File: src/rtl/regfile_mp.sv
// Multi-port integer register file: two write ports, NRD bypassed read ports,
// optional hardwired-zero register 0 and a per-register busy scoreboard.
module regfile_mp #(
    parameter int DW    = 32,
    parameter int AW    = 5,
    parameter int NRD   = 2,
    parameter int ZERO0 = 1
) (
    input  logic              clk,
    input  logic              rst_n,
    input  logic [NRD*AW-1:0] rd_addr,
    output logic [NRD*DW-1:0] rd_data,
    output logic [NRD-1:0]    rd_busy,
    input  logic              we0,
    input  logic [AW-1:0]     wa0,
    input  logic [DW-1:0]     wd0,
    input  logic              we1,
    input  logic [AW-1:0]     wa1,
    input  logic [DW-1:0]     wd1,
    input  logic              iss_valid,
    input  logic [AW-1:0]     iss_addr,
    output logic              collision,
    output logic [AW:0]       busy_cnt
);
    localparam int DEPTH = 2**AW;

    logic [DW-1:0]    r_mem [DEPTH];
    logic [DEPTH-1:0] r_busy;
    logic             r_collision;
    logic [AW:0]      r_busy_cnt;

    logic             w_we0;
    logic             w_we1;
    logic             w_iss;
    logic [DEPTH-1:0] w_busy_nxt;
    logic [AW:0]      w_cnt_nxt;

    // With ZERO0 set, anything aimed at register 0 is discarded before it
    // reaches storage, bypass, collision detection or the scoreboard.
    assign w_we0 = we0 && !((ZERO0 != 0) && (wa0 == '0));
    assign w_we1 = we1 && !((ZERO0 != 0) && (wa1 == '0));
    assign w_iss = iss_valid && !((ZERO0 != 0) && (iss_addr == '0));

    // Issue is applied after the write-clear so a new producer keeps the bit set.
    always_comb begin
        w_busy_nxt = r_busy;
        w_cnt_nxt  = '0;
        for (int a = 0; a < DEPTH; a++) begin
            if ((w_we0 && (wa0 == AW'(a))) || (w_we1 && (wa1 == AW'(a))))
                w_busy_nxt[a] = 1'b0;
            if (w_iss && (iss_addr == AW'(a)))
                w_busy_nxt[a] = 1'b1;
            w_cnt_nxt = w_cnt_nxt + {{AW{1'b0}}, w_busy_nxt[a]};
        end
    end

    always_ff @(posedge clk or negedge rst_n) begin
        if (!rst_n) begin
            for (int a = 0; a < DEPTH; a++)
                r_mem[a] <= '0;
            r_busy      <= '0;
            r_collision <= 1'b0;
            r_busy_cnt  <= '0;
        end else begin
            if (w_we0)
                r_mem[wa0] <= wd0;
            if (w_we1)
                r_mem[wa1] <= wd1;
            r_busy      <= w_busy_nxt;
            r_collision <= w_we0 && w_we1 && (wa0 == wa1);
            r_busy_cnt  <= w_cnt_nxt;
        end
    end

    genvar k;
    generate
        for (k = 0; k < NRD; k++) begin : g_rd
            logic [AW-1:0] w_ra;
            logic          w_hit0;
            logic          w_hit1;

            assign w_ra   = rd_addr[k*AW +: AW];
            assign w_hit0 = w_we0 && (wa0 == w_ra);
            assign w_hit1 = w_we1 && (wa1 == w_ra);

            // Port 1 bypass outranks port 0, matching the write priority.
            assign rd_data[k*DW +: DW] = w_hit1 ? wd1 :
                                         w_hit0 ? wd0 :
                                         ((ZERO0 != 0) && (w_ra == '0)) ? '0 :
                                         r_mem[w_ra];
            assign rd_busy[k] = r_busy[w_ra] && !(w_hit0 || w_hit1);
        end
    endgenerate

    assign collision = r_collision;
    assign busy_cnt  = r_busy_cnt;
endmodule

File: config.mk
export PLATFORM = sky130hd
export DESIGN_NAME = regfile_mp
export DESIGN_NICKNAME = d
export VERILOG_FILES = /design/src/rtl/regfile_mp.sv
export SDC_FILE = /design/constraint.sdc
export NUM_CORES = 2
export LEC_CHECK = 0
export CELL_PAD_IN_SITES_DETAIL_PLACEMENT = 2
export CELL_PAD_IN_SITES_GLOBAL_PLACEMENT = 2
export CORE_MARGIN = 5
export CORE_UTILIZATION = 45
export DETAILED_ROUTE_END_ITERATION = 16
export PLACE_DENSITY = 0.94
export SYNTH_ARGS = -nofsm -noshare
export SYNTH_HDL_FRONTEND = slang
export SYNTH_SLANG_ARGS = --single-unit
File: constraint.sdc
create_clock -name clk -period 9.7 [get_ports clk]
set_input_delay 2.91 -clock clk [delete_from_list [all_inputs] [get_ports clk]]
set_output_delay 2.91 -clock clk [all_outputs]
set_load 0.01 [all_outputs]
==> results of run 1 <==
==> cells in the mapped netlist (all sizes together), types with 22 or more instances <==
cell type,n,area share [%]
dfrtp,1032,38
mux2i,931,14
nand2,766,4.4
nor2,683,3.9
a21oi,633,4.7
clkbuf,512,2.8
o21ai,473,3.5
mux4,396,13
buf,324,3.0
a32oi,152,2.0
a22oi,102,1.1
nand3b,67,0.74
o31ai,65,0.72
mux2,64,1.1
a22o,62,0.80
a41oi,62,0.80
o211a,60,0.89
inv,53,0.29
nand4,45,0.43
and4,43,0.56
a221oi,29,0.37
fa,24,0.71
a31oi,22,0.20
==> per-stage QoR <==
step | setup WS (ns) | instances | hold WS [ns]
after CTS | 0.0903 | 8686 | 0.415
after global placement | 0.313 | 8462 | 0.377
after detailed placement | 0.204 | 8462 | 0.404
after floorplan | 1.17 | 6795 | 0.441
==> cell families after synthesis <==
group                    synth area share [%]
AO/OA/AOI/OAI                            15.7
XOR/XNOR                                0.362
adder cells (fa/ha/maj)                 0.837
buffers and inverters                    6.11
flip-flops                               38.1
multiplexers                             28.0
AND/OR/NAND/NOR                          11.0
==> load_flow_metrics.sql, run 1 <==
INSERT INTO impl_metrics (metric_group, metric, value, unit) VALUES
('cts', 'post_cts.resized_instances', '0', ''),
('floorplanning', 'die_width', '398', 'um'),
('timing', 'timing.repair.worst_endpoint_type', 'top-level output', ''),
('logic_synthesis', 'synth_cell_types', '67', ''),
('cts', 'max-clock-path-buffers', '3', ''),
('logic_synthesis', 'synthFlopType', 'dfrtp_1', ''),
('cts', 'ctsRootBufferMaster', 'clkbuf_16', ''),
('outcome', 'run_status', 'did not finish', ''),
('floorplanning', 'std_cell_rows', '142', ''),
('cts', 'post_cts.repair.setup_buffers', '0', ''),
('global_route', 'grt_max_degree', '175', ''),
('placement', 'detailed_place.area', '71400', 'um2'),
('logic_synthesis', 'async_reset_ff_share', '100', '%'),
('logic_synthesis', 'ys.warnings.count', '0', ''),
('placement', 'number_of_buffers_added_on_ports', '166', ''),
('cts', 'htree_levels', '3', ''),
('timing', 'endpoint_with_the_least_setup_slack_after_the_last_global_route_repair', 'rd_data[22]', ''),
('logic_synthesis', 'yosysSeqAreaShare', '38.1', '%'),
('cts', 'ctsHoldBuffers', '0', ''),
('placement', 'routabilityCongestion', '0.968', ''),
('logic_synthesis', 'synth_cells', '6795', ''),
('placement', 'dp_hpwl', '243000', 'um'),
('logic_synthesis', 'synthesis.area_per_instance', '9.98', 'um2'),
('logic_synthesis', 'net_count_after_synthesis', '6920', ''),
('floorplanning', 'initial_core_utilization', '45.3', '%'),
('logic_synthesis', 'ys_seq_elements', '1032', ''),
('outcome', 'lastStage', 'global routing (5_1_grt)', ''),
('cts', 'numClockSinks', '1032', ''),
('floorplanning', 'dieHeight', '398', 'um'),
('logic_synthesis', 'synthesis.area', '67800', 'um2'),
('logic_synthesis', 'post_synth_edffs', '0', ''),
('outcome', 'firstError', '[ERROR GRT-0229] Vertical edge usage exceeds the maximum allowed. (22, 28) usage=65535 limit=2200', ''),
('floorplanning', 'design.portCount', '167', ''),
('global_route', 'initial_antenna_violation_count', '88', ''),
('cts', 'cts_inserted_buffers', '120', '');
==> run 2, diff against run 1 <==
==> config.mk (replaced) <==
export PLATFORM = sky130hd
export DESIGN_NAME = regfile_mp
export DESIGN_NICKNAME = d
export VERILOG_FILES = /design/src/rtl/regfile_mp.sv
export SDC_FILE = /design/constraint.sdc
export NUM_CORES = 2
export LEC_CHECK = 0
export CORE_MARGIN = 5
export CORE_UTILIZATION = 38
export DETAILED_ROUTE_END_ITERATION = 16
export PLACE_DENSITY_LB_ADDON = 0.15
export SYNTH_ARGS = -nofsm -noshare
export SYNTH_HDL_FRONTEND = slang
export SYNTH_SLANG_ARGS = --single-unit
==> load_flow_metrics.sql, run 2 <==
INSERT INTO impl_metrics (metric_group, metric, value, unit) VALUES
('hold_path', 'min-delay-path-class', 'flop to flop', ''),
('timing', 'worst_clock_skew', '0.0242', 'ns'),
('floorplanning', 'die_width', '432', 'um'),
('worst_setup_path', 'setup.worst_path.end_class', 'primary output', ''),
('timing', 'worst-slew-pin-transition', '1.32', 'ns'),
('placement', 'dp_hpwl', '184000', 'um'),
('worst_setup_path', 'critPathKind', 'input port to primary output', ''),
('route', 'postRouteAntennaNets', '0', ''),
('logic_synthesis', 'ys.warnings.count', '0', ''),
('worst_setup_path', 'arrival_worst_endpoint', '6.46', 'ns'),
('hold_path', 'hold_depth', '0', ''),
('worst_setup_path', 'critical_path.startpoint', 'wa1[1]', ''),
('placement', 'number_of_buffers_added_on_ports', '166', ''),
('global_route', 'wire_length_of_the_first_global_routing_pass', '439000', 'um'),
('floorplanning', 'design.portCount', '167', ''),
('timing', 'finalHoldViolations', '0', ''),
('timing', 'setup_violations', '0', ''),
('global_route', 'grt_max_degree', '138', ''),
('route', 'drt_iter0_markers', '8209', ''),
('global_route', 'gr-usage-all-layers', '32.6', '%'),
('final_layout', 'mostFrequentLayoutCell', 'dfrtp_1', ''),
('cts', 'post_cts.repair.setup_buffers', '0', ''),
('logic_synthesis', 'net_count_after_synthesis', '6920', ''),
('logic_synthesis', 'synth_largest_type_area_fraction', '38.1', '%'),
('final_layout', 'post_route_cells_drive_above_1_share', '16.5', '%'),
('cts', 'cts_inserted_buffers', '120', ''),
('power', 'total_leakage_power', '32.2', 'nW'),
('final_layout', 'most_frequent_cells_in_the_layout', 'dfrtp_1 (1032), mux2i_1 (931), nand2_1 (734)', ''),
('route', 'drtPass1Iterations', '6', ''),
('final_layout', 'fill_cells', '17000', ''),
('cts', 'numClockSinks', '1032', ''),
('final_layout', 'largest_register_ffs', '993', ''),
('cts', 'cts_tree', 'done', ''),
('final_layout', 'net_total_in_the_final_layout', '6692', ''),
('global_route', 'first_global_vias', '55300', ''),
('worst_setup_path', 'worst-r2r-setup-slack', '4.60', 'ns'),
('cts', 'cts.clk_slew.worst_paths', '0.06', 'ns'),
('route', 'route.detailed.drc', '0', ''),
('logic_synthesis', 'cell_type_with_the_highest_aggregate_area_in_the_netlist', 'dfrtp_1', ''),
('final_layout', 'seqCellArea', '25800', 'um2'),
('worst_setup_path', 'timing.critical_path.from_type', 'input port', ''),
('final_layout', 'multi_input_area', '38200', 'um2'),
('timing', 'final_min_period', '9.37', 'ns'),
('timing', 'fmax', '107', 'MHz'),
('route', 'viasPerCell', '6.47', ''),
('logic_synthesis', 'synth_top_cells_by_count', 'dfrtp_1 (1032), mux2i_1 (931), nand2_1 (750), nor2_1 (667), a21oi_1 (633)', ''),
('outcome', 'run_status', 'complete, no violations', ''),
('cts', 'ctsHoldBuffers', '0', ''),
('worst_setup_path', 'timing.reg2reg.worst_path_depth', '15', ''),
('power', 'finalPower', '16.6', 'mW'),
('timing', 'final.period_utilization', '96.6', '%'),
('route', 'detail_route.wirelength', '313000', 'um'),
('logic_synthesis', 'ys_seq_elements', '1032', ''),
('logic_synthesis', 'yosysSeqAreaShare', '38.1', '%'),
('logic_synthesis', 'async_reset_ff_share', '100', '%'),
('timing', 'finalHoldWorstSlack', '0.396', 'ns'),
('cts', 'max-clock-path-buffers', '3', ''),
('run', 'maxCapViolCount', '0', ''),
('floorplanning', 'fp.dieArea', '187000', 'um2'),
('power', 'pwr_dens', '219', 'nW/um2'),
('timing', 'slew_headroom', '11.7', '%'),
('worst_setup_path', 'crit-reg2reg-launch', 'r_busy[11]', ''),
('floorplanning', 'dieHeight', '432', 'um'),
('logic_synthesis', 'post_synth_edffs', '0', ''),
('logic_synthesis', 'synth_cells', '6795', ''),
('logic_synthesis', 'synth.most_common_cell', 'dfrtp_1', ''),
('global_route', 'initial_antenna_violation_count', '27', ''),
('timing', 'rsz0062_at_grt', 'no', ''),
('floorplanning', 'placeableCoreArea', '178000', 'um2'),
('logic_synthesis', 'netlist_top_cells_area', 'dfrtp_1 (38%), mux2i_1 (14%), mux4_2 (13%), a21oi_1 (4.7%), nand2_1 (4.2%)', ''),
('route', 'vias', '58400', ''),
('worst_setup_path', 'critPathRequiredTime', '6.79', 'ns'),
('worst_setup_path', 'reg2reg_to', 'busy_cnt[4]', ''),
('logic_synthesis', 'synthesis.area', '67800', 'um2'),
('cts', 'insertion_delay', '0.76', 'ns'),
('cts', 'post_cts.resized_instances', '0', ''),
('logic_synthesis', 'synthFlopType', 'dfrtp_1', ''),
('floorplanning', 'std_cell_rows', '155', ''),
('cts', 'htree_levels', '3', ''),
('placement', 'detailedPlace.worstSlack', '0.396', 'ns'),
('cts', 'ctsRootBufferMaster', 'clkbuf_16', ''),
('logic_synthesis', 'synthesis.area_per_instance', '9.98', 'um2'),
('power', 'max-vdd-ir-drop', '348', 'uV'),
('logic_synthesis', 'synth_cell_types', '67', ''),
('route', 'routed_wire_length_per_instance', '34.6', 'um'),
('timing', 'setup_ws', '0.326', 'ns'),
('final_layout', 'final_non_filler_cells', '9034', ''),
('worst_setup_path', 'endpoint', 'rd_data[45]', ''),
('final_layout', 'area_growth', '11.9', '%'),
('timing', 'timing.final.max_slew_violations', '0', ''),
('worst_setup_path', 'path_max_fanout', '13', ''),
('final_layout', 'reg_with_most_ffs', 'r_mem', ''),
('floorplanning', 'initial_core_utilization', '38.1', '%'),
('placement', 'dpl_cells', '8800', ''),
('placement', 'routabilityCongestion', '0.954', ''),
('global_route', 'grt_overflow', '0', ''),
('timing', 'final.setup.tns', '0', 'ns');
## run 2: metrics by stage
stage	util, %	cell area (um2)
6_report	42.6	75900
5_1_grt	42.6	75900
4_1_cts	42.6	75900
3_5_place_dp	40.3	71700
3_3_place_gp	40.3	71700
2_1_floorplan	-	67800
## run 2: kinds of logic (layout without fill, tap and decap cells)
kind of cell	after synthesis	after routing	synth area share (%)
AO/OA/AOI/OAI	1714	1714	15.7
AND/OR/NAND/NOR	1710	1710	11.0
multiplexers	1391	1391	28.0
flip-flops	1032	1032	38.1
buffers and inverters	889	764	6.11
adder cells (fa/ha/maj)	31	31	0.837
XOR/XNOR	28	28	0.362
other	0	9	0
## run 2: report_power, final
part | leakage [nW] | total [mW] | switching, mW | internal, mW
sequential | 12.6 | 6.40 | 0.917 | 5.49
combinational | 17.6 | 5.35 | 2.71 | 2.64
clock | 2.07 | 4.90 | 2.04 | 2.86
## run 2: area by class of cell
| class | instances | area share, % |
|---|---|---|
| Antenna cell | 9 | 0.0297 |
| Clock buffer | 181 | 4.83 |
| Clock inverter | 44 | 0.657 |
| Inverter | 53 | 0.262 |
| Multi-Input combinational cell | 4874 | 50.4 |
| Sequential cell | 1032 | 34.0 |
| Tap cell | 2355 | 3.88 |
| Timing Repair Buffer | 486 | 5.96 |
## run 2: critical path, cell delays in order
cell and delay (ns):
clkdlybuf4s50_1 0.61, buf_4 0.29, xor2_1 0.19, a211oi_4 0.49
nand2_1 0.27, and2_2 0.32, buf_4 0.21, a41oi_1 0.49
clkdlybuf4s50_1 0.67
## run 2: worst min-delay path by stage
stage	startpoint	to	slack, ns
floorplan	r_mem[1022]	r_mem[1022]	0.44
global placement	r_mem[1022]	r_mem[1022]	0.39
detailed placement	r_mem[1022]	r_mem[1022]	0.39
CTS	r_mem[1022]	r_mem[1022]	0.40
global route	r_mem[1022]	r_mem[1022]	0.41
finish	r_mem[1022]	r_mem[1022]	0.40
## run 2: layer usage
layer / track usage [%] / share of wire [%] / up-vias
li1: - / - / 24500
met5: 0 / 0.034 / -
met2: 49.8 / 44 / 3555
met1: 43.4 / 40 / 29500
met4: 18.3 / 6.7 / 14
met3: 6.56 / 9.3 / 867
Note: power is estimated with default switching activity, not from simulation.
